==> src/rtl/fetch_issue_pkg.sv <==
// Shared definitions for the fetch/issue stage.
//   - Opcode and funct constants used to classify issued instructions.
//   - State encoding of the fetch/issue controller.
//   - is_muldiv(): classifies an instruction as multiply or divide.
package fetch_issue_pkg;

  localparam int unsigned InstrW = 16;

  // Opcodes (instr[15:12])
  localparam logic [3:0] OpTypeA = 4'b1111;

  // Function codes for OpTypeA (instr[3:0])
  localparam logic [3:0] FnMult = 4'b0100;
  localparam logic [3:0] FnDiv  = 4'b0101;

  typedef enum logic [1:0] {
    StRst    = 2'd0,
    StFetch  = 2'd1,
    StIssue  = 2'd2,
    StMdWait = 2'd3
  } fetch_state_e;

  function automatic logic is_muldiv(input logic [InstrW-1:0] instr);
    return (instr[15:12] == OpTypeA) && ((instr[3:0] == FnMult) || (instr[3:0] == FnDiv));
  endfunction

endpackage

==> src/rtl/muldiv_stall_counter.sv <==
// Loadable down-counter that times the issue blackout after a multiply/divide.
// Ports:
//   clk_i, rst_ni  - clock, asynchronous active-low reset
//   clear_i        - force the count to zero (highest priority)
//   load_i         - load load_val_i
//   load_val_i     - value loaded on load_i
//   dec_i          - decrement by one (saturates at zero)
//   done_o         - count is 1, i.e. the current cycle is the last wait cycle
module muldiv_stall_counter #(
  parameter int unsigned CntW = 4
) (
  input  logic            clk_i,
  input  logic            rst_ni,
  input  logic            clear_i,
  input  logic            load_i,
  input  logic [CntW-1:0] load_val_i,
  input  logic            dec_i,
  output logic            done_o
);

  logic [CntW-1:0] cnt_q, cnt_d;

  always_comb begin
    cnt_d = cnt_q;
    if (clear_i) begin
      cnt_d = '0;
    end else if (load_i) begin
      cnt_d = load_val_i;
    end else if (dec_i && (cnt_q != '0)) begin
      cnt_d = cnt_q - CntW'(1);
    end
  end

  always_ff @(posedge clk_i or negedge rst_ni) begin
    if (!rst_ni) begin
      cnt_q <= '0;
    end else begin
      cnt_q <= cnt_d;
    end
  end

  assign done_o = (cnt_q == CntW'(1));

endmodule

==> src/rtl/fetch_issue.sv <==
// Instruction fetch and issue stage.
// Fetches 16-bit instructions over a req/ack handshake, holds the current one in an issue
// register and presents opcode/multi_div to the control decoder. Accepts PC redirects from
// jump/branch resolution, which take priority over everything except reset.
//
// Build option: define MULDIV_STALL_EN to block issue for MuldivCycles cycles after a
// multiply/divide is consumed (adds the MDWAIT state and muldiv_stall_counter).
//
// Ports:
//   clk_i, rst_ni    - clock, asynchronous active-low reset
//   imem_req_o       - fetch request, held until imem_ack_i
//   imem_addr_o      - fetch address (current PC)
//   imem_ack_i       - imem_data_i valid this cycle (ignored without a request)
//   imem_data_i      - fetched instruction
//   stall_i          - downstream cannot consume the issued instruction
//   redirect_i       - one-cycle jump/branch taken pulse
//   redirect_pc_i    - redirect target PC
//   instr_valid_o    - instr_o/opcode_o/multi_div_o are valid
//   instr_o          - issued instruction
//   opcode_o         - instr_o[15:12]
//   multi_div_o      - issued instruction is a multiply or divide
//   pc_o             - address of the issued instruction
module fetch_issue
  import fetch_issue_pkg::*;
#(
  parameter int unsigned AddrW        = 16,
  parameter int unsigned MuldivCycles = 4
) (
  input  logic              clk_i,
  input  logic              rst_ni,
  output logic              imem_req_o,
  output logic [AddrW-1:0]  imem_addr_o,
  input  logic              imem_ack_i,
  input  logic [InstrW-1:0] imem_data_i,
  input  logic              stall_i,
  input  logic              redirect_i,
  input  logic [AddrW-1:0]  redirect_pc_i,
  output logic              instr_valid_o,
  output logic [InstrW-1:0] instr_o,
  output logic [3:0]        opcode_o,
  output logic              multi_div_o,
  output logic [AddrW-1:0]  pc_o
);

  if ((MuldivCycles == 0) || (MuldivCycles > 15)) begin : g_bad_muldiv_cycles
    $error("MuldivCycles must be in 1..15");
  end

  fetch_state_e      state_q, state_d;
  logic [AddrW-1:0]  pc_q, pc_d;
  logic [AddrW-1:0]  pc_out_q, pc_out_d;
  logic [InstrW-1:0] instr_q, instr_d;
  logic              valid_q, valid_d;
  logic              consume;

`ifdef MULDIV_STALL_EN
  logic md_load, md_clear, md_dec, md_done;

  assign md_dec = (state_q == StMdWait);

  muldiv_stall_counter #(
    .CntW (4)
  ) u_muldiv_stall_counter (
    .clk_i      (clk_i),
    .rst_ni     (rst_ni),
    .clear_i    (md_clear),
    .load_i     (md_load),
    .load_val_i (4'(MuldivCycles)),
    .dec_i      (md_dec),
    .done_o     (md_done)
  );
`endif

  assign consume = (state_q == StIssue) && valid_q && !stall_i;

  // State register and datapath registers
  always_ff @(posedge clk_i or negedge rst_ni) begin
    if (!rst_ni) begin
      state_q  <= StRst;
      pc_q     <= '0;
      pc_out_q <= '0;
      instr_q  <= '0;
      valid_q  <= 1'b0;
    end else begin
      state_q  <= state_d;
      pc_q     <= pc_d;
      pc_out_q <= pc_out_d;
      instr_q  <= instr_d;
      valid_q  <= valid_d;
    end
  end

  // Next-state and datapath update
  always_comb begin
    state_d  = state_q;
    pc_d     = pc_q;
    pc_out_d = pc_out_q;
    instr_d  = instr_q;
    valid_d  = valid_q;
`ifdef MULDIV_STALL_EN
    md_load  = 1'b0;
    md_clear = 1'b0;
`endif

    if (redirect_i && (state_q != StRst)) begin
      // Redirect wins: a same-cycle ack is dropped and any outstanding request is abandoned.
      pc_d    = redirect_pc_i;
      valid_d = 1'b0;
      state_d = StFetch;
`ifdef MULDIV_STALL_EN
      md_clear = 1'b1;
`endif
    end else begin
      unique case (state_q)
        StRst: begin
          state_d = StFetch;
        end
        StFetch: begin
          if (imem_ack_i) begin
            instr_d  = imem_data_i;
            pc_out_d = pc_q;
            pc_d     = pc_q + AddrW'(2);
            valid_d  = 1'b1;
            state_d  = StIssue;
          end
        end
        StIssue: begin
          if (consume) begin
            valid_d = 1'b0;
            state_d = StFetch;
`ifdef MULDIV_STALL_EN
            if (multi_div_o) begin
              md_load = 1'b1;
              state_d = StMdWait;
            end
`endif
          end
        end
        StMdWait: begin
`ifdef MULDIV_STALL_EN
          if (md_done) begin
            state_d = StFetch;
          end
`else
          state_d = StFetch;
`endif
        end
        default: state_d = StFetch;
      endcase
    end
  end

  // Outputs
  always_comb begin
    imem_req_o    = (state_q == StFetch);
    imem_addr_o   = pc_q;
    instr_valid_o = valid_q;
    instr_o       = instr_q;
    opcode_o      = instr_q[15:12];
    multi_div_o   = valid_q && is_muldiv(instr_q);
    pc_o          = pc_out_q;
  end

endmodule

==> config.mk <==
export PLATFORM = sky130hd
export DESIGN_NAME = fetch_issue
export DESIGN_NICKNAME = d
export VERILOG_FILES = /design/src/rtl/fetch_issue_pkg.sv /design/src/rtl/muldiv_stall_counter.sv /design/src/rtl/fetch_issue.sv
export SDC_FILE = /design/constraint.sdc
export NUM_CORES = 1
export LEC_CHECK = 0
export BUFFER_PORTS_ARGS = -buffer_cell sky130_fd_sc_hd__buf_2
export CAP_MARGIN = 25
export CELL_PAD_IN_SITES_DETAIL_PLACEMENT = 1
export CELL_PAD_IN_SITES_GLOBAL_PLACEMENT = 1
export CORE_MARGIN = 3
export CORE_UTILIZATION = 40
export DETAILED_ROUTE_END_ITERATION = 10
export PLACE_DENSITY_LB_ADDON = 0.1
export SYNTH_ARGS = -nofsm -noshare
export SYNTH_HDL_FRONTEND = slang
export SYNTH_SLANG_ARGS = --single-unit
==> constraint.sdc <==
create_clock -name clk_i -period 3.5 [get_ports clk_i]
set_input_delay 0.35 -clock clk_i [delete_from_list [all_inputs] [get_ports clk_i]]
set_output_delay 0.35 -clock clk_i [all_outputs]
set_load 0.02 [all_outputs]
Yosys cells after proc, flatten, opt, wreduce, memory -nomap -nowiden
Index checks and enable logic that the tools add are counted.
{"block": "word_totals", "ff_bits": 51, "inputBits": 37}
{"block": "op_classes", "addsub": 1, "n_eq_ne": 8, "muxes": 11, "bitwise": 1, "reduce_logical": 17}
{"operator": "two-way mux 16 bit", "count": 3}
{"operator": "adder 16 x 2 -> 16 bit (second input constant)", "count": 1}
{"operator": "== test 4 x 3 -> 1 bit (second input constant)", "count": 2}
{"operator": "two-way mux 2 bit", "count": 3}
{"operator": "case mux 2 bit (3 select lines)", "count": 1}
{"operator": "AND reduction 3 bit", "count": 2}
{"operator": "nonzero test 2 bit", "count": 3}
{"operator": "logical AND 1 bit", "count": 5}
{"operator": "== test 2 bit (second input constant)", "count": 2}
{"operator": "== test 4 bit (second input constant)", "count": 1}
{"operator": "AND reduction 2 bit", "count": 2}
{"operator": "two-way mux 1 bit", "count": 3}
{"operator": "!= test 3 x 1 -> 1 bit (second input constant)", "count": 1}
{"operator": "!= test 3 x 2 -> 1 bit (second input constant)", "count": 1}
{"operator": "nonzero test 3 bit", "count": 1}
{"operator": "== test 2 x 1 -> 1 bit (second input constant)", "count": 1}
{"operator": "zero test 2 bit", "count": 1}
{"operator": "case mux 1 bit (2 select lines)", "count": 1}
{"operator": "OR reduction 2 bit", "count": 1}
{"operator": "zero test 1 bit", "count": 1}
{"operator": "logical OR 1 bit", "count": 1}
{"operator": "NOT 1 bit", "count": 1}

Depth between registers and ports, before layout
{"block": "depth", "word_depth": 6, "mapped_depth": 8, "ltp_nobuf": 6}

Worst setup path after synthesis
No wires, ideal clock.
{"block": "synth_path", "path_kind": "register to register", "startpoint": "register state_q[0]", "endpoint": "register instr_q[0] (netlist: instr_o[0])", "arrival_ns": 1.596, "required_ns": 3.375, "setup_slack_ns": 1.779, "path_stages_with_launch": 8, "n_path_buf": 2, "period_less_slack_ns": 1.721, "path_cell_list": "dfrtp_1 -> inv_1 -> ha_1 -> nand2b_1 -> buf_2 -> nand3_2 -> buf_2 -> mux2_2"}
{"block": "synth_via", "elab_chain_cells": 4, "word_cells_on_any_way": 5, "cone_classes": "1 x eq/ne; 1 x bitwise; 3 x reduce/logical"}
{"element": "start, declared", "line": "fetch_issue.sv:49", "text": "fetch_state_e state_q, state_d;"}
{"element": "start signal, assigned", "line": "fetch_issue.sv:79", "text": "state_q <= StRst;"}
{"element": "start signal, assigned", "line": "fetch_issue.sv:85", "text": "state_q <= state_d;"}
{"element": "nonzero test 2 bit", "line": "fetch_issue.sv:105", "text": "if (redirect_i && (state_q != StRst)) begin"}
{"element": "logical AND 1 bit", "line": "fetch_issue.sv:105"}
{"element": "NOT 1 bit (no line)"}
{"element": "AND reduction 3 bit (no line) (*)"}
{"element": "end signal, assigned", "line": "fetch_issue.sv:88", "text": "instr_q <= instr_d;"}
{"element": "end, declared", "line": "fetch_issue.sv:52", "text": "logic [InstrW-1:0] instr_q, instr_d;"}
Every way passes the cells marked *; elsewhere a longest branch is shown, timed or not.
A chain may end at the register's enable or synchronous reset.

Final worst setup path
{"block": "layout_path", "startpoint": "register state_q[0]", "endpoint": "register pc_out_q[13] (netlist: pc_o[13])"}
{"block": "layout_via", "elab_chain_cells": 4, "word_cells_on_any_way": 5, "cone_classes": "1 x eq/ne; 1 x bitwise; 3 x reduce/logical"}
{"element": "nonzero test 2 bit", "line": "fetch_issue.sv:105"}
{"element": "logical AND 1 bit", "line": "fetch_issue.sv:105"}
{"element": "NOT 1 bit (no line)"}
{"element": "AND reduction 3 bit (no line) (*)"}
{"element": "end signal, assigned", "line": "fetch_issue.sv:87", "text": "pc_out_q <= pc_out_d;"}
{"element": "end, declared", "line": "fetch_issue.sv:51", "text": "logic [AddrW-1:0] pc_out_q, pc_out_d;"}
Marked as above.

==> flow_summary.toml <==
[timing]
maximum_achievable_frequency_mhz = 404
setup_violations = 0
max_slew.worst_pin.slew_ns = 0.821
slew_headroom_pct = 44.9
fin_crit_sh_pct = 70.6
grt_setup_unrepaired = "no"
fin_setup_tns_ns = 0
timing.final.hold_violations = 0
final-max-slew-violation-count = 0
timing.clock.skew_ns = 0.00626
period_minus_slack_ns = 2.47

[floorplan]
floorplan.die.width_um = 84.3
core_region_area_um2 = 5710
start_util_pct = 42.9
height_of_the_die_um = 84.3
design.portCount = 92
die_area_um2 = 7100
fp-row-count = 27

[yosys]
synthXorXnorAreaFrac_pct = 0
synth-edff-count = 0
basic_gate_share_of_the_synthesized_area_counting_and_or_nand_and_nor_cells_pct = 11.6
syn_inst = 213
synth_fa_ha_area_share_pct = 2.04
synth-warning-count = 0
synth_fp_nets = 254
synth_top_cells_by_area = "dfrtp_1 (52%), mux2_2 (15%), a21oi_1 (2.9%), o21ai_0 (2.9%), buf_4 (2.1%)"
synthesis.area_per_instance_um2 = 11.5
dominant_combinational_cell_family_by_area_after_synthesis = "multiplexers"
netlist_area_um2 = 2450
yosysMostFrequentCell = "dfrtp_1"
synth_seq_cells = 51
ys_dominant_reg_cell = "dfrtp_1"
synthDistinctLibCells = 41
synth_compound_area_share_pct = 13.3
synth_cell_count_leaders = "dfrtp_1 (51), mux2_2 (33), a21oi_1 (14), o21ai_0 (14), nand2_1 (12)"
seq_area_frac_synth_pct = 52.1
synth.area.mux_share_pct = 16.4
synthDominantCellAreaShare_pct = 52.1
synth-async-reset-ratio_pct = 100
synth_top_cell_by_area = "dfrtp_1"

[critical_path]
critical-path-max-stage-delay_ns = 0.67
critical_path_peak_fanout = 32
cp-start-kind = "register"
worst_r2r_startpoint = "state_q[0]"
crit_path_top_delay_cell = "nand3_2"
cp_data_arrival_time_ns = 2.67
critPathRequiredTime_ns = 3.70
worst_setup_path_startpoint = "state_q[0]"
crit_path_cell_trace = "inv_1, ha_1, nand2b_1, buf_4, nand3_2, mux2_1"
setup.worst_path.end_class = "register"
critical_path_class = "reg -> reg"

[clock_tree]
tritoncts_num_sinks = 51
post_cts_buffers = 0
clk_transition_reported_paths_ns = 0.10
cts-resized-gates = 0
holdBufCountCts = 0
root_buffer = "clkbuf_8"
cts_made_buffers = 5
cts_tree = "built"
clock_path_buffers = 2
cts-htree-levels = 2
clock_insertion_delay_worst_skew_ns = 0.31

[detailed_routing]
viasPerCell = 5.46
average_wire_length_per_cell_after_detail_routing_um = 16.8
ant_nets = 0
drt-pass1-iter-count = 4
vias = 2027
route.detailed.drc = 0
postRouteWirelength_mm = 6.25
drtIter0Drc = 86

[placement]
gpl.final_weighted_congestion = 0.762
port_buffers = 91
dp_hpwl_mm = 4.69
place.detailed.instances = 363

[outcome]
status = "finished clean"

[global_routing]
global_route.usage.total_pct = 18.3
grt_overflow = 0
grt_pass1_vias = 2139
grt_start_max_net_pins = 35
grt_pass1_wl_mm = 10.5
antenna_found_initial = 0

[power]
totalPowerFinal_mw = 3.06
worst_ir_drop_vdd_v = 0.000384
power.density_nw_per_um2 = 1010
power.leakage_nw = 1.40

[final_layout]
layout-drive-gt1-share_pct = 47.5
antenna-diode-count = 0
seqCellArea_um2 = 1280
layout-area-overhead-vs-synth_pct = 23.1
num-fill-cells = 667
multi_input_area_um2 = 1060
nets = 339
final-instance-count-excl-fill = 371

[min_path]
hp-class = "in -> async"

[flow_run]
cap_viol_max_count = 0
==> cells in the final DEF (no fill, tap or decap), types with 3 or more instances in the layout <==
cell	count
inv_1	4
clkbuf_8	5
a211oi_1	3
dfrtp_1	51
nand3_1	5
nor2_1	7
o21ai_0	14
buf_4	3
ha_1	4
a21oi_1	14
mux2_2	33
buf_2	91
nand2b_1	3
nand3b_1	3
nand2_1	12
o22ai_1	5
nand4_1	6
==> layer usage <==
layer	global-route usage (%)	part of all wire, %	wire [um]	vias to the layer above
met2	30.7	48	2990	63
met3	4.42	6.3	394	6
met5	0	0	0	-
met1	23.8	45	2810	1012
li1	-	-	-	946
met4	4.53	0.98	61	0
==> cell type report <==
cell class	instances	area share, %
Sequential cell	51	42.3
Clock inverter	3	0.830
Inverter	4	0.498
Tap cell	72	2.99
Clock buffer	5	2.28
Multi-Input combinational cell	142	35.3
Timing Repair Buffer	94	15.8
==> cells by family (layout without fill, tap and decap cells) <==
group	count (synthesis)	in the layout
buffers and inverters	20	106
muxes	36	36
AOI/OAI and AO/OA	52	52
adders and majority gates	4	4
and+or+nand+nor	50	50
DFF	51	51
==> path summary, 6_finish.rpt <==
path                                  endpoint  slack, ns  depth (start not counted)
worst max-delay path                  pc_o[13]       1.03                          6
worst min-delay path                instr_o[9]       0.12                          1
worst max register to register        pc_o[13]       1.03                          6
worst min register to register         pc_o[7]       0.51                          1
max in group asynchronous       imem_addr_o[0]       2.64                          2
min in group clk_i                 instr_o[15]       0.27                          2
==> critical path: cells and delay by family, from the launching register on <==
family / cells / cell delay (ns)
AND/OR/NAND/NOR: 2 / 0.77
multiplexers: 1 / 0.56
flip-flops: 1 / 0.45
buffers and inverters: 2 / 0.39
adder cells (fa/ha/maj): 1 / 0.17
==> registers in the layout, indices dropped and copies added, names as in the netlist <==
name	flops
instr_o	16
state_q	2
pc_o	16
imem_addr_o	16
instr_valid_o	1
==> report_power, final <==
group | switching (mW) | leakage (nW) | total (mW) | internal (mW)
registers | 0.282 | 0.592 | 1.17 | 0.884
logic | 0.921 | 0.767 | 1.55 | 0.626
clock network | 0.203 | 0.0443 | 0.346 | 0.143
==> stage by stage <==
step | hold WS, ns | setup slack [ns] | area (um^2) | util (%)
after floorplan | 0.0544 | 1.78 | 2450 | -
after global placement | 0.477 | 1.06 | 2920 | 51.2
after detailed placement | 0.481 | 0.961 | 2920 | 51.2
after CTS | 0.136 | 0.945 | 3020 | 52.8
after global routing | 0.169 | 0.782 | 3020 | 52.8
final | 0.119 | 1.03 | 3020 | 52.8
Note: power is estimated with default switching activity, not from simulation.
